**config.mk**
```make
export PLATFORM = sky130hd
export DESIGN_NAME = pc_sequencer
export DESIGN_NICKNAME = d
export VERILOG_FILES = /design/src/rtl/mips_pkg.sv /design/src/rtl/pc_incrementer.sv /design/src/rtl/pc_sequencer.sv
export SDC_FILE = /design/constraint.sdc
export NUM_CORES = 1
export LEC_CHECK = 0
export ABC_AREA = 1
export ABC_CLOCK_PERIOD_IN_PS = 1600
export CELL_PAD_IN_SITES_DETAIL_PLACEMENT = 0
export CELL_PAD_IN_SITES_GLOBAL_PLACEMENT = 1
export CORE_ASPECT_RATIO = 0.75
export CORE_MARGIN = 8
export CORE_UTILIZATION = 26
export CTS_CLUSTER_DIAMETER = 200
export DETAILED_ROUTE_END_ITERATION = 16
export PLACE_DENSITY_LB_ADDON = 0.1
export SYNTH_ARGS = -nofsm -noshare
export SYNTH_HDL_FRONTEND = slang
export SYNTH_SLANG_ARGS = --single-unit
```
**constraint.sdc**
```tcl
create_clock -name Clk -period 1.6 [get_ports Clk]
set_input_delay 0.32 -clock Clk [delete_from_list [all_inputs] [get_ports Clk]]
set_output_delay 0.32 -clock Clk [all_outputs]
set_load 0.01 [all_outputs]
```
**src/rtl/mips_pkg.sv**
```systemverilog
// rtl/mips_pkg.sv - shared fetch-stage types and constants
package mips_pkg;

  typedef logic [31:0] word_t;

  typedef enum logic [1:0] {
    BOOT  = 2'd0,
    RUN   = 2'd1,
    FLUSH = 2'd2
  } pc_state_e;

  localparam int WORD_BYTES = 4;

endpackage

```
**src/rtl/pc_incrementer.sv**
```systemverilog
// rtl/pc_incrementer.sv - combinational PC + WORD_BYTES incrementer
// Every carry into the word-index bits is formed directly from the lower bits (lookahead).
module pc_incrementer
  import mips_pkg::*;
(
  input  word_t a,
  output word_t y
);

  localparam int LSB = $clog2(WORD_BYTES);
  localparam int HW  = 32 - LSB;

  logic [HW-1:0] hi;
  logic [HW-1:0] carry;

  assign hi       = a[31:LSB];
  assign carry[0] = 1'b1;

  for (genvar i = 1; i < HW; i++) begin : g_carry
    assign carry[i] = &hi[i-1:0];
  end

  assign y = {hi ^ carry, a[LSB-1:0]};

endmodule

```
**src/rtl/pc_sequencer.sv**
```systemverilog
// rtl/pc_sequencer.sv - MIPS fetch-stage program counter and next-PC selection
// Handles boot bubble, stall hold, jump/branch redirects with flush bubbles and a redirect counter.
module pc_sequencer
  import mips_pkg::*;
#(
  parameter logic [31:0] RESET_VECTOR = 32'h0000_0000,
  parameter int          FLUSH_CYCLES = 1,
  parameter int          CNT_WIDTH    = 16
) (
  input  logic                 Clk,
  input  logic                 Rst,
  input  logic                 Stall,
  input  logic                 BranchTaken,
  input  logic [31:0]          BranchTarget,
  input  logic                 Jump,
  input  logic [31:0]          JumpTarget,
  input  logic                 ImemReady,
  output logic [31:0]          PCResult,
  output logic [31:0]          PCAddResult,
  output logic                 FetchValid,
  output logic                 Flush,
  output logic                 AlignErr,
  output logic [CNT_WIDTH-1:0] RedirectCount
);

  localparam logic [2:0] FLUSH_LOAD = 3'(FLUSH_CYCLES);

  pc_state_e            state_q, state_d;
  word_t                pc_q, pc_d;
  logic [2:0]           flush_cnt_q, flush_cnt_d;
  logic                 align_err_q, align_err_d;
  logic [CNT_WIDTH-1:0] redirect_count_q, redirect_count_d;

  word_t pc_add;
  word_t target;
  logic  redirect;
  logic  fetch_valid;
  logic  flush;

  pc_incrementer u_inc (
    .a (pc_q),
    .y (pc_add)
  );

  assign redirect = Jump | BranchTaken;
  assign target   = Jump ? JumpTarget : BranchTarget;

  always_comb begin
    state_d          = state_q;
    pc_d             = pc_q;
    flush_cnt_d      = flush_cnt_q;
    align_err_d      = 1'b0;
    redirect_count_d = redirect_count_q;
    fetch_valid      = 1'b0;
    flush            = 1'b0;

    case (state_q)
      BOOT: state_d = RUN;
      RUN: begin
        fetch_valid = ImemReady & ~Stall;
        if (fetch_valid) pc_d = pc_add;
      end
      FLUSH: begin
        flush       = 1'b1;
        flush_cnt_d = flush_cnt_q - 3'd1;
        if (flush_cnt_q <= 3'd1) state_d = RUN;
      end
      default: state_d = BOOT;
    endcase

    // A redirect outranks stall, imem back-pressure and any in-progress flush.
    if (state_q != BOOT && redirect) begin
      pc_d        = {target[31:2], 2'b00};
      align_err_d = |target[1:0];
      if (redirect_count_q != '1) redirect_count_d = redirect_count_q + CNT_WIDTH'(1);
      state_d     = FLUSH;
      flush_cnt_d = FLUSH_LOAD;
    end
  end

  always_ff @(posedge Clk) begin
    if (Rst) begin
      state_q          <= BOOT;
      pc_q             <= RESET_VECTOR;
      flush_cnt_q      <= 3'd0;
      align_err_q      <= 1'b0;
      redirect_count_q <= '0;
    end else begin
      state_q          <= state_d;
      pc_q             <= pc_d;
      flush_cnt_q      <= flush_cnt_d;
      align_err_q      <= align_err_d;
      redirect_count_q <= redirect_count_d;
    end
  end

  assign PCResult      = pc_q;
  assign PCAddResult   = pc_add;
  assign FetchValid    = fetch_valid;
  assign Flush         = flush;
  assign AlignErr      = align_err_q;
  assign RedirectCount = redirect_count_q;

endmodule

```
Word-level counts from Yosys, hierarchy flattened

Cells that the tools add are included.

$add $sub $neg: 2
Order comparisons: 1
Equal/unequal tests: 6
Mux-type cells: 11
Bitwise gates (word level): 6
Reductions and logical operators: 41

Operators by type and width:

| kind                                          | count |
|---|---|
| 2-to-1 mux 32 bit                             | 4 |
| XOR 30 bit                                    | 1 |
| AND reduction 29 bit                          | 1 |
| AND reduction 28 bit                          | 1 |
| AND reduction 27 bit                          | 1 |
| AND reduction 26 bit                          | 1 |
| AND reduction 25 bit                          | 1 |
| AND reduction 24 bit                          | 1 |
| AND reduction 23 bit                          | 1 |
| AND reduction 22 bit                          | 1 |
| AND reduction 21 bit                          | 1 |
| AND reduction 20 bit                          | 1 |
| AND reduction 19 bit                          | 1 |
| AND reduction 18 bit                          | 1 |
| AND reduction 17 bit                          | 1 |
| adder 16 x 1 -> 16 bit, second input constant | 1 |
| != test 16 bit, second input constant         | 1 |
| AND reduction 16 bit                          | 1 |
| AND reduction 15 bit                          | 1 |
| AND reduction 14 bit                          | 1 |
| AND reduction 13 bit                          | 1 |
| AND reduction 12 bit                          | 1 |
| AND reduction 11 bit                          | 1 |
| AND reduction 10 bit                          | 1 |
| 24 further kinds                              | 40 |

Bits in registers: 52
Input port bits: 70
Output and inout bits: 83
Word-level logic and storage cells: 74

Longest topological paths before layout

Gate-level depths: netlist (run 1).

Depth after elaboration: 5
Gate-level depth with buffers: 11
Mapped depth without buffers: 10

Modules after synthesis

A second synthesis (run 1) with hierarchy kept.

Cells, all modules: 649
Area total of the unflattened synthesis: 3,821.2 um2

By module, submodules not included:

| module         | times used | cells each | area each (um2) | sequential area each (um2) |
|---|---|---|---|---|
| pc_sequencer   | 1          | 513        | 3,088.0         | 1,081.0 |
| pc_incrementer | 1          | 136        | 733.2           | 0.0 |

Least setup slack after synthesis (run 1)

No wires, ideal clock.

Kind: register -> register
From: register pc_q[2] (netlist: PCResult[2])
To: register pc_q[19] (netlist: PCResult[19])
Setup time: 70 ps
Arrival: 1,826 ps
Required time: 1,530 ps
Setup slack: -296 ps
Stages on the path, launching flop included: 10
Buffers on the path: 0
Clock period less this slack: 1,896 ps
Cells stage by stage: dfxtp_1 > ha_1 > nand3_1 > nor2_1 > nand3_1 > nor3_1 > ha_1 > xor2_1 > o21ai_0 > a21oi_1

Cells in the longest elaborated chain, start to end: 5

Ends and longest elaborated chain:

| element                | line                 | text |
|---|---|---|
| from (decl)            | pc_sequencer.sv:29   | `word_t pc_q, pc_d;` |
| from (signal assigned) | pc_sequencer.sv:90   | `pc_q <= pc_d;` |
| AND reduction 17 bit   | pc_incrementer.sv:20 | `assign carry[i] = &hi[i-1:0];` |
| XOR 30 bit             | pc_incrementer.sv:23 | `assign y = {hi ^ carry, a[LSB-1:0]};` |
| net PCAddResult[19]    | pc_sequencer.sv:19   | `output logic [31:0] PCAddResult,` |
| 2-to-1 mux 32 bit      | pc_sequencer.sv:61   | `if (fetch_valid) pc_d = pc_add;` |
| 2-to-1 mux 32 bit      | pc_sequencer.sv:57   | `case (state_q)` |
| 2-to-1 mux 32 bit      | pc_sequencer.sv:72   | `if (state_q != BOOT && redirect) begin` |

The timed path passes the listed nets, and every way through them passes these cells. The select of a mux whose other input is x is not followed.
A chain may end at the register's enable or synchronous reset.

Worst setup path in the final report (run 1)

From: register pc_q[3] (netlist: PCResult[3])
To: output port PCAddResult[23]

Cells in the longest elaborated chain, start to end: 2

Ends and longest elaborated chain:

| element              | line |
|---|---|
| AND reduction 21 bit | pc_incrementer.sv:20 |
| XOR 30 bit           | pc_incrementer.sv:23 |
| to (decl)            | pc_sequencer.sv:19 |

Every way passes these cells.

==> metrics.md, run 1 <==
| Metric | Value |
|---|---|
| Status | `finished, violations left` |
| Failing checks | `negative setup slack` |
| Netlist cell types | `33` |
| Die X | `155 um` |
| Share of the synthesized area in the top cell type | `0.275` |
| Warnings from Yosys | `0` |
| Fin crit share | `1.34` |
| Final setup viols | `38` |
| Routed wire length | `15700 um` |
| Pin count of the biggest net entering global routing | `25` |
| Vias in the first global route | `approximately 5000` |
| # port buffers | `approximately 150` |
| Clk sinks | `52` |
| Critical path capture point type | `output port` |
| Crit path DAT | `~1.8 ns` |
| Placeable Area | `around 14000 um2` |
| Final Util | `0.500` |
| Top Family by Delay on Critical Path | `buffers and inverters` |
| Vias/cell | `4.41` |
| CP Launch Type | `register` |
| Post-route ant nets | `0` |
| Starting DRC count in detailed routing | `168` |
| EDFF count, synth | `0` |
| Area Growth Syn to Fin | `89.7%` |
| FF+latch count, synth | `52` |
| Rows | `38` |
| CP Max Fanout | `4` |
| Die area | `approximately 19000 um2` |
| Commonest cells post-synth | `nand2_1 (216), inv_1 (70), nor2_1 (68)` |
| Synth area leaders | `dfxtp_1 (27%), nand2_1 (21%), inv_1 (6.9%)` |
| DP Wirelength | `11800 um` |
| CTS tree | `built` |
| Hold WC Path Type | `reg2reg` |
| Vert. Die Dim | `around 120 um` |
| Clock latency on the worst-skew pair | `just under 0.3 ns` |
| Finished Layout Cells | `between 1000 and 1500` |
| Io pins | `roughly 150` |
| Cells after DPL | `between 1000 and 1500` |
| GPL Wtd Cong | `between 0.8 and 0.9` |
| Crit-path slowest cell | `dfxtp_4` |
| CTS Hold Bufs | `0` |
| Number of remaining DRC errors | `0` |
| Async set-reset flop share out of synthesis | `0` |
| CTS H-tree lvls | `2` |
| Lkg Pwr | `3.51 nW` |
| Crit path kind | `reg2out` |
| DR pass1 iterations | `4` |
| Fmax | `between 400 and 500 MHz` |
| Place WS | `-0.646 ns` |
| CP bufs+invs | `5` |
| Diode count | `0` |
| Peak supply drop | `0.400 mV` |
| Maxcap violations | `0` |
| Initial antenna violation count | `0` |
| Count leader, synth | `nand2_1` |
| Total number of vias | `approximately 4900` |
| Max stage delay on crit path | `between 0.3 and 0.4 ns` |
| Worst setup margin | `-0.538 ns` |
| Main flop type after synthesis | `dfxtp_1` |
| WP data required | `~1.3 ns` |
| Crit path time final | `2.14 ns` |
| Design area | `7190 um2` |
| Syn Inst Count | `between 600 and 700` |
| Overflow after GRT | `0` |
| Maximum root-to-sink buffer count | `2` |
| CTS root buffer | `clkbuf_16` |
| Cell Chain, Critical Path | `ha_4, inv_2, nor2_4, nand2_4, nor2_4, buf_4, buf_12, buf_6, nand2_2, nand2_2, nand2_1, buf_2` |
| Setup Skew | `0.00822 ns` |
| Max Slew Vio Count | `0` |
| RSZ-0062 raised after global routing | `yes` |
| Starting density of the core | `0.264` |
| Syn Area/Cell | `between 5 and 6 um2` |
| Hold Fails Final Rpt | `0` |
| Post-Syn Area | `between 3000 and 4000 um2` |
| Total CTS buffers | `5` |
| Cell Pwr Density | `709 nW/um2` |
| Dominant cell type by area after synthesis | `dfxtp_1` |
| FF-to-FF path depth | `18` |
| Placed cell areas | `6310 um2` |
| First-pass GRT wire length | `25500 um` |
| CP Depth | `12` |
| Worst-path clk slew | `approximately 0.080 ns` |
| Worst hold path depth | `2` |
| WL/cell | `between 10 and 15 um` |
| Global-route usage over all layers | `0.165` |
| Final-stage net count | `slightly below 1000` |
| Register area share after synthesis | `0.275` |
| Fraction of layout cells with a size suffix above 1 | `0.342` |
## power by group
part	leakage, nW	internal, mW	switching, mW
Clock	0.0814	0.738	0.523
Combinational	3.00	1.20	1.10
Sequential	0.432	1.44	0.0976
Total	3.51	3.38	1.72
## state kept, by name, summed over array words and instances (netlist names)
signal,cells
RedirectCount,16
AlignErr,1
flush_cnt_q,3
state_q,2
PCResult,30
## through the flow
step | total power [mW] | hold slack (ns) | setup TNS (ns)
floorplan | 2.41 | 0.457 | -0.231
CTS | 5.00 | 0.504 | -12.60
detailed placement | 3.67 | 0.492 | -27.54
finish | 5.09 | 0.500 | -13.54
global route | 5.41 | 0.547 | -17.61
global placement | 3.66 | 0.471 | -25.43
## routing by layer
| layer | wire [um] | vias to the layer above | track usage |
|---|---|---|---|
| li1 | - | 2548 | - |
| met1 | 7550 | 2239 | 0.220 |
| met2 | 7150 | 111 | 0.273 |
| met3 | 923 | 7 | 0.0381 |
| met4 | 86 | 0 | 0.0248 |
| met5 | 0 | - | 0 |
## final timing paths
| kind | startpoint | slack, ns | endpoint |
|---|---|---|---|
| worst min-delay path | flush_cnt_q[1] | 0.50 | flush_cnt_q[1] |
| worst max register to register | PCResult[3] | -0.47 | PCResult[30] |
| worst min register to register | flush_cnt_q[1] | 0.50 | flush_cnt_q[1] |
| worst max-delay path | PCResult[3] | -0.54 | PCAddResult[23] |
## tightest hold or removal path, cell delays in order, from the launching register on
cell	delay, ns
dfxtp_1	0.33
nand2_1	0.07
a21oi_1	0.06
## kinds of logic (layout without fill, tap and decap cells)
logic type / Yosys count / count (layout) / share of synthesized area
AND/OR/NAND/NOR: 370 / 370 / 0.422
buffers and inverters: 100 / 375 / 0.115
XOR/XNOR: 12 / 12 / 0.0278
adder cells (fa/ha/maj): 7 / 7 / 0.0231
flip-flops: 52 / 52 / 0.275
other: 1 / 4 / 0.000990
AO/OA/AOI/OAI: 91 / 91 / 0.137
## cell type report
| type | count | area [um2] |
|---|---|---|
| multi-input combinational | 484 | 2750 |
| sequential | 52 | 1060 |
| inverter | 72 | 285 |
| tap | 200 | 250 |
| clock buffer | 5 | 125 |
| timing repair buffer | 295 | 2670 |
| clock inverter | 3 | 42.5 |
| fill | 1420 | 7170 |
## repair_timing
| item | in CTS | in global routing |
|---|---|---|
| endpoints found under the setup margin | 108 | 65 |
| pin swaps | 31 | 26 |
| gates resized for setup | 245 | 65 |
| endpoints found under the hold margin | 0 | 0 |
| gates cloned | 2 | 1 |
| buffers inserted | 35 | 13 |
## layout by cell type (no fill, tap or decap), types with 13 or more instances in the layout
cell,synthesis,routed
nor2_1,68,62
nand2_2,5,26
dlygate4sd2_1,0,48
buf_6,3,25
nand3_1,47,24
nand3_2,0,20
clkdlybuf4s50_1,0,70
nand2_1,216,183
a21oi_1,32,32
o21ai_0,40,36
inv_1,70,66
nand2_4,1,13
dfxtp_1,52,40
buf_4,7,121
buf_2,6,15
No activity file was read; power rests on OpenSTA's default activity.
==> run 2, diff against run 1 <==
ABC_CLOCK_PERIOD_IN_PS = 2650   (was 1600)
CORE_UTILIZATION = 31   (was 26)
clock period = 2.65 ns   (was 1.6 ns; I/O delays follow)
==> metrics.md, run 2 (synthesis gave the netlist of run 1 again) <==
| Metric | Value |
|---|---|
| FF-to-FF End | `RedirectCount[11]` |
| Crit path time final | `2.56 ns` |
| DP Wirelength | `10700 um (-9.6%)` |
| FF-to-FF setup slack | `0.70 ns (+1.17 ns)` |
| Cell Pwr Density | `474 nW/um2 (-33%)` |
| Max Slew Vio Count | `0 (unchanged)` |
| Die area | `16000 um2 (-14%)` |
| Fmax | `slightly below 400 MHz` |
| Cells after DPL | `941 (-11%)` |
| Rows | `35 (-7.9%)` |
| Vert. Die Dim | `112 um (-7.3%)` |
| Hold WS | `0.484 ns (-0.0159 ns)` |
| WL/cell | `14.7 um (+3.9%)` |
| Overflow after GRT | `0 (unchanged)` |
| CTS Hold Bufs | `0 (unchanged)` |
| Worst setup margin | `0.0935 ns (+0.631 ns)` |
| Peak supply drop | `0.243 mV (-39%)` |
| Critical path startpoint | `PCResult[3]` |
| Hold WC Path Type | `reg2reg` |
| Critical register-to-register path startpoint | `RedirectCount[0]` |
| Die X | `144 um (-7.6%)` |
| Fin crit share | `0.965` |
| Initial antenna violation count | `0 (unchanged)` |
| RSZ-0062 raised after global routing | `yes` |
| Crit path kind | `reg2out` |
| Top Family by Delay on Critical Path | `buffers and inverters` |
| Routed wire length | `14000 um (-11%)` |
| Starting DRC count in detailed routing | `190 (+13%)` |
| Io pins | `153 (unchanged)` |
| Maxcap violations | `0 (unchanged)` |
| Placeable Area | `12100 um2 (-16%)` |
| Vias in the first global route | `4354 (-13%)` |
| Finished Layout Cells | `951 (-14%)` |
| Post-route ant nets | `0 (unchanged)` |
| Tot Pwr | `2.70 mW (-47%)` |
| CP Max Fanout | `12 (+8)` |
| # port buffers | `148 (unchanged)` |
| Starting density of the core | `0.313 (+0.0496)` |
| Critical path capture point type | `output port` |
| CTS root buffer | `clkbuf_16` |
| Max stage delay on crit path | `0.34 ns (-0.02 ns)` |
| Total CTS buffers | `5 (unchanged)` |
| Diode count | `0 (unchanged)` |
| Global-route usage over all layers | `0.169 (+0.00331)` |
| CP most frequent cell | `nand2_1` |
| Max reg flops | `30 (unchanged)` |
| DR pass1 iterations | `5 (+1)` |
| Worst slew margin | `0.669` |
| WP data required | `2.12 ns (+0.84 ns)` |
| Crit path DAT | `2.03 ns (+0.21 ns)` |
| CTS tree | `built` |
| Final setup viols | `0 (-100%)` |
| Final-stage net count | `861 (-13%)` |
| FF-to-FF path depth | `7 (-11)` |
| Area Growth Syn to Fin | `50.2%` |
| Hold Fails Final Rpt | `0 (unchanged)` |
| CTS H-tree lvls | `2 (unchanged)` |
| CP Launch Type | `register` |
| CP bufs+invs | `3 (-2)` |
| Place WS | `0.133 ns (+0.779 ns)` |
| Worst-path clk slew | `0.07 ns (about the same)` |
| Pin count of the biggest net entering global routing | `26 (+4.0%)` |
| Crit-path slowest cell | `dfxtp_1` |
| Status | `finished clean` |
| CP endpoint | `PCAddResult[21]` |
| CP Depth | `10 (-2)` |
| Worst Tran Pin Value | `0.495 ns` |
| Number of remaining DRC errors | `0 (unchanged)` |
| Commonest non-fill, non-tap cells in the layout | `nand2_1 (215), clkdlybuf4s50_1 (128), inv_1 (69)` |
| Cell Chain, Critical Path | `ha_2, inv_1, nor2_4, nand2_4, nor2_4, bufbuf_16, nand2_1, nand2_1, nand2_1, dlygate4sd2_1` |
| Total number of vias | `4451 (-9.3%)` |
| Lkg Pwr | `2.55 nW (-27%)` |
| Most common library cell in the layout ignoring fill and taps | `nand2_1` |
| Clock latency on the worst-skew pair | `0.30 ns (about the same)` |
| Vias/cell | `4.68 (+6.0%)` |
| GPL Wtd Cong | `0.824 (+2.1%)` |
| Clk sinks | `52 (unchanged)` |
| First-pass GRT wire length | `21900 um (-14%)` |
| Setup Skew | `0.00567 ns (-0.00255 ns)` |
| Maximum root-to-sink buffer count | `2 (unchanged)` |
| Fraction of layout cells with a size suffix above 1 | `0.0955 (-0.247)` |
[run 2: through the flow]
step,instance area [um2],util,TNS [ns]
2_1_floorplan,3800,-,0
3_3_place_gp,5490,0.455,0
3_5_place_dp,5490,0.455,0
4_1_cts,5680,0.470,0
5_1_grt,5690,0.471,-0.0404
6_report,5690,0.471,0
[run 2: cell type report]
class	instances	area, um2
Fill cell	1266	6400
Timing Repair Buffer	169	1650
Multi-Input combinational cell	484	2340
Tap cell	166	208
Inverter	72	275
Clock buffer	5	125
Sequential cell	52	1040
Clock inverter	3	42.5
[run 2: how the worst min path moves through the flow]
stage                        start        endpoint  cells after the start
CTS                 flush_cnt_q[1]  flush_cnt_q[1]                      2
detailed placement  flush_cnt_q[1]  flush_cnt_q[1]                      2
floorplan           flush_cnt_q[1]  flush_cnt_q[1]                      2
finish              flush_cnt_q[1]  flush_cnt_q[1]                      2
global route        flush_cnt_q[1]  flush_cnt_q[1]                      2
global placement    flush_cnt_q[1]  flush_cnt_q[1]                      2
[run 2: metal layers]
metal / track usage / vias up / wire length [um]
li1: - / 2298 / -
met1: 0.215 / 2032 / 6780
met2: 0.282 / 112 / 6170
met3: 0.0440 / 9 / 931
met4: 0.0294 / 0 / 95
met5: 0 / - / 0
[run 2: where the power goes]
group / leakage, nW / total, mW / switching (mW) / internal [mW]
combinational: 2.04 / 0.974 / 0.508 / 0.466
clock: 0.0798 / 0.768 / 0.323 / 0.445
sequential: 0.428 / 0.955 / 0.0886 / 0.866
[run 2: repair_timing]
action                     4_1_cts  5_1_grt
resized for setup               21       23
pin swaps                        2        3
setup buffers                    0        1
hold endpoints to repair         0        0
gates cloned                     1        0
setup endpoints to repair       21       17
[run 2: tightest hold or removal path, delay by kind of cell, from the launching register on]
family	cells	cell delay, ns
compound gates	1	0.05
simple gates	1	0.06
flops	1	0.32
